==> src/rtl/seg_rom_scheduler.sv <==
`default_nettype none
// ============================================================================
// Module   : seg_rom_scheduler
// Brief    : Sweeps snapshotted digit nibbles through one shared registered
//            7-segment ROM and latches each pattern into a per-digit register.
// Revision : 1.0 - initial release
// ============================================================================
module seg_rom_scheduler #(
    parameter int DATA_WIDTH  = 8,
    parameter int NUM_DIGITS  = 6,
    parameter int REFRESH_DIV = 50000
) (
    input  logic                             clk,
    input  logic                             reset_n,
    input  logic [4*NUM_DIGITS-1:0]          digits_in,
    input  logic [NUM_DIGITS-1:0]            blank_in,
    input  logic [NUM_DIGITS-1:0]            dp_in,
    input  logic                             force_update,
    output logic [3:0]                       rom_addr,
    input  logic [DATA_WIDTH-1:0]            rom_data,
    output logic [DATA_WIDTH*NUM_DIGITS-1:0] hex_out,
    output logic                             busy,
    output logic                             update_done
);

    localparam int c_CNT_W = (REFRESH_DIV > 1) ? $clog2(REFRESH_DIV) : 1;
    localparam int c_IDX_W = (NUM_DIGITS > 1) ? $clog2(NUM_DIGITS) : 1;

    localparam logic [c_CNT_W-1:0] c_CNT_MAX  = c_CNT_W'(REFRESH_DIV - 1);
    localparam logic [c_IDX_W-1:0] c_IDX_LAST = c_IDX_W'(NUM_DIGITS - 1);

    localparam logic [2:0] c_S_IDLE = 3'd0;
    localparam logic [2:0] c_S_LOAD = 3'd1;
    localparam logic [2:0] c_S_WAIT = 3'd2;
    localparam logic [2:0] c_S_CAPT = 3'd3;
    localparam logic [2:0] c_S_DONE = 3'd4;

    logic [2:0]                  r_state;
    logic [c_CNT_W-1:0]          r_cnt;
    logic [c_IDX_W-1:0]          r_idx;
    logic                        r_pending;
    logic                        r_busy;
    logic                        r_done;
    logic [3:0]                  r_rom_addr;
    logic [4*NUM_DIGITS-1:0]     r_snap_digits;
    logic [NUM_DIGITS-1:0]       r_snap_blank;
    logic [NUM_DIGITS-1:0]       r_snap_dp;
    logic [DATA_WIDTH-1:0]       r_hex [NUM_DIGITS];

    logic                        w_tick;
    logic                        w_start;
    logic [3:0]                  w_nibble;
    logic                        w_blank;
    logic                        w_dp;
    logic [DATA_WIDTH-1:0]       w_pattern;
    logic                        w_rom_dp_unused;

    assign w_tick          = (r_cnt == c_CNT_MAX);
    assign w_start         = (r_state == c_S_IDLE) && (w_tick || force_update || r_pending);
    // The ROM's own DP bit is ignored; the DP comes from the snapshot instead.
    assign w_rom_dp_unused = rom_data[DATA_WIDTH-1];
    assign w_pattern       = w_blank ? {DATA_WIDTH{1'b1}}
                                     : {~w_dp, rom_data[DATA_WIDTH-2:0]};

    always_comb begin
        w_nibble = 4'h0;
        w_blank  = 1'b0;
        w_dp     = 1'b0;
        for (int i = 0; i < NUM_DIGITS; i++) begin
            if (r_idx == c_IDX_W'(i)) begin
                w_nibble = r_snap_digits[4*i +: 4];
                w_blank  = r_snap_blank[i];
                w_dp     = r_snap_dp[i];
            end
        end
    end

    always_ff @(posedge clk or negedge reset_n) begin
        if (!reset_n) begin
            r_cnt <= '0;
        end else begin
            r_cnt <= w_tick ? '0 : r_cnt + c_CNT_W'(1);
        end
    end

    always_ff @(posedge clk or negedge reset_n) begin
        if (!reset_n) begin
            r_state       <= c_S_IDLE;
            r_idx         <= '0;
            r_pending     <= 1'b0;
            r_busy        <= 1'b0;
            r_done        <= 1'b0;
            r_rom_addr    <= 4'h0;
            r_snap_digits <= '0;
            r_snap_blank  <= '0;
            r_snap_dp     <= '0;
        end else begin
            r_done <= 1'b0;
            // Requests arriving outside IDLE collapse into one deferred sweep.
            if ((r_state != c_S_IDLE) && (w_tick || force_update)) begin
                r_pending <= 1'b1;
            end
            case (r_state)
                c_S_IDLE: begin
                    if (w_start) begin
                        r_snap_digits <= digits_in;
                        r_snap_blank  <= blank_in;
                        r_snap_dp     <= dp_in;
                        r_pending     <= 1'b0;
                        r_idx         <= '0;
                        r_busy        <= 1'b1;
                        r_state       <= c_S_LOAD;
                    end
                end
                c_S_LOAD: begin
                    r_rom_addr <= w_nibble;
                    r_state    <= c_S_WAIT;
                end
                c_S_WAIT: begin
                    r_state <= c_S_CAPT;
                end
                c_S_CAPT: begin
                    if (r_idx == c_IDX_LAST) begin
                        r_busy  <= 1'b0;
                        r_done  <= 1'b1;
                        r_state <= c_S_DONE;
                    end else begin
                        r_idx   <= r_idx + c_IDX_W'(1);
                        r_state <= c_S_LOAD;
                    end
                end
                c_S_DONE: begin
                    r_state <= c_S_IDLE;
                end
                default: begin
                    r_busy  <= 1'b0;
                    r_state <= c_S_IDLE;
                end
            endcase
        end
    end

    always_ff @(posedge clk or negedge reset_n) begin
        if (!reset_n) begin
            for (int i = 0; i < NUM_DIGITS; i++) begin
                r_hex[i] <= {DATA_WIDTH{1'b1}};
            end
        end else if (r_state == c_S_CAPT) begin
            for (int i = 0; i < NUM_DIGITS; i++) begin
                if (r_idx == c_IDX_W'(i)) begin
                    r_hex[i] <= w_pattern;
                end
            end
        end
    end

    for (genvar gi = 0; gi < NUM_DIGITS; gi++) begin : g_hex_pack
        assign hex_out[DATA_WIDTH*gi +: DATA_WIDTH] = r_hex[gi];
    end

    assign rom_addr    = r_rom_addr;
    assign busy        = r_busy;
    assign update_done = r_done;

endmodule
`default_nettype wire

==> config.mk <==
export PLATFORM = sky130hd
export DESIGN_NAME = seg_rom_scheduler
export DESIGN_NICKNAME = d
export VERILOG_FILES = /design/src/rtl/seg_rom_scheduler.sv
export SDC_FILE = /design/constraint.sdc
export NUM_CORES = 1
export LEC_CHECK = 0
export CORE_ASPECT_RATIO = 0.9
export CORE_UTILIZATION = 52
export DETAILED_ROUTE_END_ITERATION = 8
export PLACE_DENSITY = 0.78
export RECOVER_POWER = 100
export SYNTH_ARGS = -nofsm -noshare
export SYNTH_HDL_FRONTEND = slang
export SYNTH_SLANG_ARGS = --single-unit
==> constraint.sdc <==
create_clock -name clk -period 2.2 [get_ports clk]
set_clock_uncertainty 0.05 [all_clocks]
set_input_delay 0.55 -clock clk [delete_from_list [all_inputs] [get_ports clk]]
set_output_delay 0.55 -clock clk [all_outputs]
set_load 0.01 [all_outputs]
* Yosys cells after proc, flatten, opt, wreduce, memory -nomap -nowiden
Cells that the tools add are included.
** Storage, ports and cells
- Register bits :: 113
- Input port bits :: 47
- Output and inout bits :: 54
- Word-level logic and storage cells :: 85
** Operators by class
- Add/subtract/negate cells :: 2
- Equal/unequal tests :: 13
- Muxes and demuxes :: 34
- Bitwise logic cells :: 2
- Reductions and logical operators :: 18
** Operators with widths (count)
- two-way mux 4 bit :: 6
- two-way mux 1 bit :: 19
- adder 16 x 1 -> 16 bit, second input constant :: 1
- == test 16 bit, second input constant :: 1
- two-way mux 16 bit :: 1
- AND reduction 2 bit :: 7
- == test 3 x 2 -> 1 bit, second input constant :: 4
- two-way mux 3 bit :: 4
- one-hot mux 3 bit (4 select lines) :: 1
- == test 3 bit, second input constant :: 3
- two-way mux 8 bit :: 1
- == test 3 x 1 -> 1 bit, second input constant :: 2
- zero test 3 bit :: 2
- inequality test 2 bit, second input constant :: 3
- one-hot mux 3 bit (2 select lines) :: 1
- AND reduction 3 bit :: 2
- adder 3 x 1 -> 3 bit, second input constant :: 1
- one-hot mux 1 bit (3 select lines) :: 1
- nonzero test 3 bit :: 1
- OR reduction 3 bit :: 1
- logical AND 1 bit :: 2
- logical OR 1 bit :: 2
- NOT 1 bit :: 2
- nonzero test 2 bit :: 1

* Logic depth before layout (Yosys ltp)
- Word-level depth :: 9
- Depth in mapped cells :: 8
- Mapped depth without buffers :: 6

* Worst setup path after synthesis
No wires, ideal clock.
- Kind :: register -> register
- Start point :: register r_idx[0]
- End point :: register r_hex, in the netlist hex_out[16]
- Setup time :: 0.061 ns
- Data arrival time :: 1.770 ns
- Data required time :: 2.089 ns
- Slack :: 0.319 ns
- Cell stages (with the launch flop) :: 8
- Buffers on the path :: 1
- Clock period less this slack :: 1.881 ns
- Cell sequence :: dfrtp_1 -> ha_1 -> ha_1 -> buf_2 -> nor2_1 -> a22oi_1 -> o31ai_2 -> o22a_1
** Between the ends
- Cells in the longest elaborated chain, start to end :: 8
- Elaborated cells on any way between the ends :: 14
- Those cells by class :: eq/ne: 5; mux: 7; reduce/logical: 2
** RTL lines
- start, declared :: line 40 : logic [c_IDX_W-1:0] r_idx;
- start signal, assigned :: line 128 : r_idx <= r_idx + c_IDX_W'(1);
- zero test 3 bit :: line 70 : if (r_idx == c_IDX_W'(i)) begin
- two-way mux 1 bit (6 in series) :: line 70
- two-way mux 8 bit :: line 62 : assign w_pattern = w_blank ? {DATA_WIDTH{1'b1}}
- end signal, assigned by index :: line 146 : r_hex[i] <= {DATA_WIDTH{1'b1}};
- end signal, assigned by index :: line 151 : r_hex[i] <= w_pattern;
- end, declared :: line 48 : logic [DATA_WIDTH-1:0] r_hex [NUM_DIGITS];
Parallel ways exist; a longest one is shown, timed or not.
A chain may end at the register's enable or synchronous reset.

* Worst setup path after layout
- Start point :: register r_rom_addr[0] (netlist: rom_addr[0])
- End point :: output rom_addr[0]
** RTL lines
- start, declared :: line 44 : logic [3:0] r_rom_addr;
- start signal, assigned :: line 116 : r_rom_addr <= w_nibble;
- end, declared :: line 19 : output logic [3:0] rom_addr,
No word-level cell between the ends.

==> impl_metrics.ini <==
[status]
status = complete, no violations

[synth]
synth_ff_type = dfrtp_1
synth.yosys.seq_area_share_pct = 56.4
postSynthAreaPerCell_sq_um = 12.5
yosysWarnings = 0
synth_largest_area_cell = dfrtp_1
ys_top_cells_by_area = dfrtp_1 32%, dfstp_2 25%, mux2_4 5.3%
ys_types = 59
netlist_top_cells_count = 65 x dfrtp_1, 48 x dfstp_2, 31 x nand2_1
postSynthCellCount = 410
yosysTopAreaCellShare_pct = 31.8
syn_nets = 463
synthArstFlopShare_pct = 100
syn_area_sq_um = 5120
ys_seq_elements = 113
synth_edf_count = 0
yosysMostFrequentCell = dfrtp_1

[floorplanning]
start_util_pct = 54.8
core_area_sq_um = 9330
die-area_sq_um = 10200
ios = 101
std_cell_rows = 33
die_y_um = 96.1
die_x_um = 107

[worst_hold_path]
whs_path_depth = 2
hold_class = flip-flop to flip-flop
hp-start = hex_out[42]
hold_end = hex_out[42]

[cells_and_area]
fin_nets = 580
drive_gt1_share_pct = 22.1
fin_cells = 661
syn_to_final_growth_pct = 31.8
diodes = 0
fin_util_pct = 72.3

[drt]
drt_iter0_markers = 175
routedWlPerCell_um = 18.6
drc = 0
drtAntennaViolNets = 0
first_pass_iters = 4
wl_mm = 12.3
viasPerCell = 5.78
vias = 3821

[pwr]
p_leak_nw = 2.86
ir_worst_vdd_mv = 0.501
power_density_nw_per_um2 = 823

[setup_path]
path_delay_family = buffers and inverters
crit_slowest_cell = dlygate4sd3_1
end_kind = output pin
ff2ff_path_depth = 6
cp-start-kind = flip-flop
required_ns = 1.60
r2r_start = r_idx[0]
path_buf_inv = 1
cp_max_fo = 2
r2r_slack_ns = 0.09
critical_path_class = flip-flop to output pin
timing.rr.end = hex_out[8]
arrival_ns = 1.53
path_cells = dlygate4sd3_1
cp_slowest_stage_delay_ns = 0.62

[placement]
place.gp.congestion = 0.829
numPortBuffers = 99
dp_hpwl_mm = 8.43
place_inst = 629

[grt]
grt_usage_pct = 25.9
first_global_vias = 3841
grt_overflow = 0
grt_max_degree = 67
grt_first_pass_wirelength_mm = 19.7
antenna_found_initial = 0

[clock_network]
clkLatencyLatePin_ns = 0.52
clkSinkCount = 113
clkTransAtPathRegs_ns = 0.06
cts_buffer_depth = 2
cts_inserted_buffers = 17
htreeDepth = 4
cts_tree = yes
post-cts-setup-buffers = 0
root_buffer = clkbuf_8

[sta]
max_clock_freq_mhz = 469
timing.hold.ws_ns = 0.409
setup_viol = 0
slew_violations = 0
finalCritPeriodShare_pct = 96.8
hold_viol = 0
period_minus_slack_ns = 2.13
rsz0062_at_grt = no
fin_tns_setup_ns = 0
slew_headroom_pct = 48.3
tightestPinTransition_ns = 0.776

[job]
maxCapViolations = 0
[where the power goes]
| part | total (mW) | switching [mW] | internal [mW] |
|---|---|---|---|
| registers | 2.36 | 0.0959 | 2.27 |
| clock network | 2.49 | 0.876 | 1.61 |
| logic | 0.699 | 0.335 | 0.364 |
[repair_timing]
action / CTS / global route
endpoints found under the hold margin: 22 / 0
setup endpoints to repair: 28 / 50
pin swaps: 0 / 0
hold buffers: 1 / 0
resized for setup: 28 / 25
[kinds of logic (layout without fill, tap and decap cells)]
logic type      Yosys count  in the layout  share of synthesized area [%]
simple gates            106            106                           11.6
xor+xnor                 12             12                           2.05
flops                   113            113                           56.4
mux                      45             45                           11.0
compound gates          100            100                           14.2
buf+inv                  28            157                           3.15
fa+ha+maj                 6              6                           1.47
[cell usage in the layout (no fill, tap or decap), types with 5 or more instances in the layout]
| master | n |
|---|---|
| a21o_1 | 6 |
| a21oi_1 | 13 |
| a31oi_1 | 9 |
| and3_1 | 5 |
| buf_4 | 9 |
| clkbuf_16 | 17 |
| clkbuf_2 | 6 |
| clkbuf_8 | 7 |
| clkdlybuf4s25_1 | 20 |
| clkdlybuf4s50_1 | 44 |
| dfrtp_1 | 65 |
| dfstp_1 | 12 |
| dfstp_2 | 36 |
| dlygate4sd2_1 | 28 |
| dlygate4sd3_1 | 7 |
| inv_1 | 8 |
| mux2_1 | 17 |
| mux2_2 | 18 |
| mux2i_1 | 9 |
| nand2_1 | 31 |
| nand3_1 | 7 |
| nand3b_1 | 6 |
| nor2_1 | 19 |
| o21ai_0 | 23 |
| o22a_1 | 29 |
| or3_1 | 6 |
| xnor2_1 | 8 |
[per-stage QoR]
step                      worst slack (ns)  power, mW  instance area (sq um)
after detailed placement            0.0600       3.17                   6300
after CTS                         0.000135       5.66                   6830
after global placement              0.0818       3.14                   6300
final                               0.0698       5.55                   6750
after floorplan                      0.319       2.77                   5120
after global routing               0.00425       5.77                   6750
[layer usage]
metal  up-vias  wire length (um)  share of wire, %  global-route usage (%)
met1      1973              5450                44                    34.8
met2       102              6070                49                    41.7
met3        18               556               4.5                    7.24
li1       1728                 -                 -                       -
met5         -                 0                 0                       0
met4         0               194               1.6                    7.19
[worst register-to-register path, delay by kind of cell, from the launching register on]
family / cells / cell delay [ns]
flip-flops: 1 / 0.41
AO/OA/AOI/OAI: 3 / 0.99
adder cells (fa/ha/maj): 2 / 0.46
buffers and inverters: 1 / 0.16
[state kept, by name, summed over array words and instances (netlist names)]
| register | flops |
|---|---|
| r_idx | 3 |
| r_snap_blank | 6 |
| r_cnt | 16 |
| busy | 1 |
| update_done | 1 |
| r_snap_dp | 6 |
| r_pending | 1 |
| rom_addr | 4 |
| r_snap_digits | 24 |
| r_state | 3 |
| hex_out | 48 |
[worst max path at each step]
| stage | end | startpoint | depth (start not counted) |
|---|---|---|---|
| 2_1_floorplan | hex_out[16] | r_idx[0] | 7 |
| 3_3_place_gp | r_snap_digits[2] | force_update | 5 |
| 3_5_place_dp | r_snap_blank[1] | force_update | 5 |
| 4_1_cts | hex_out[11] | hex_out[11] | 1 |
| 5_1_grt | hex_out[31] | r_idx[0] | 6 |
| 6_report | rom_addr[0] | rom_addr[0] | 1 |
[area by class of cell]
class	count	area [sq um]
clock inverters	4	20.0
repair buffers	118	1110
flip-flops and latches	113	2890
inverters	8	30.0
multi-input cells	269	2010
well taps	122	153
clock buffers	27	533
fillers	704	2590
(Power assumes the default switching activity.)
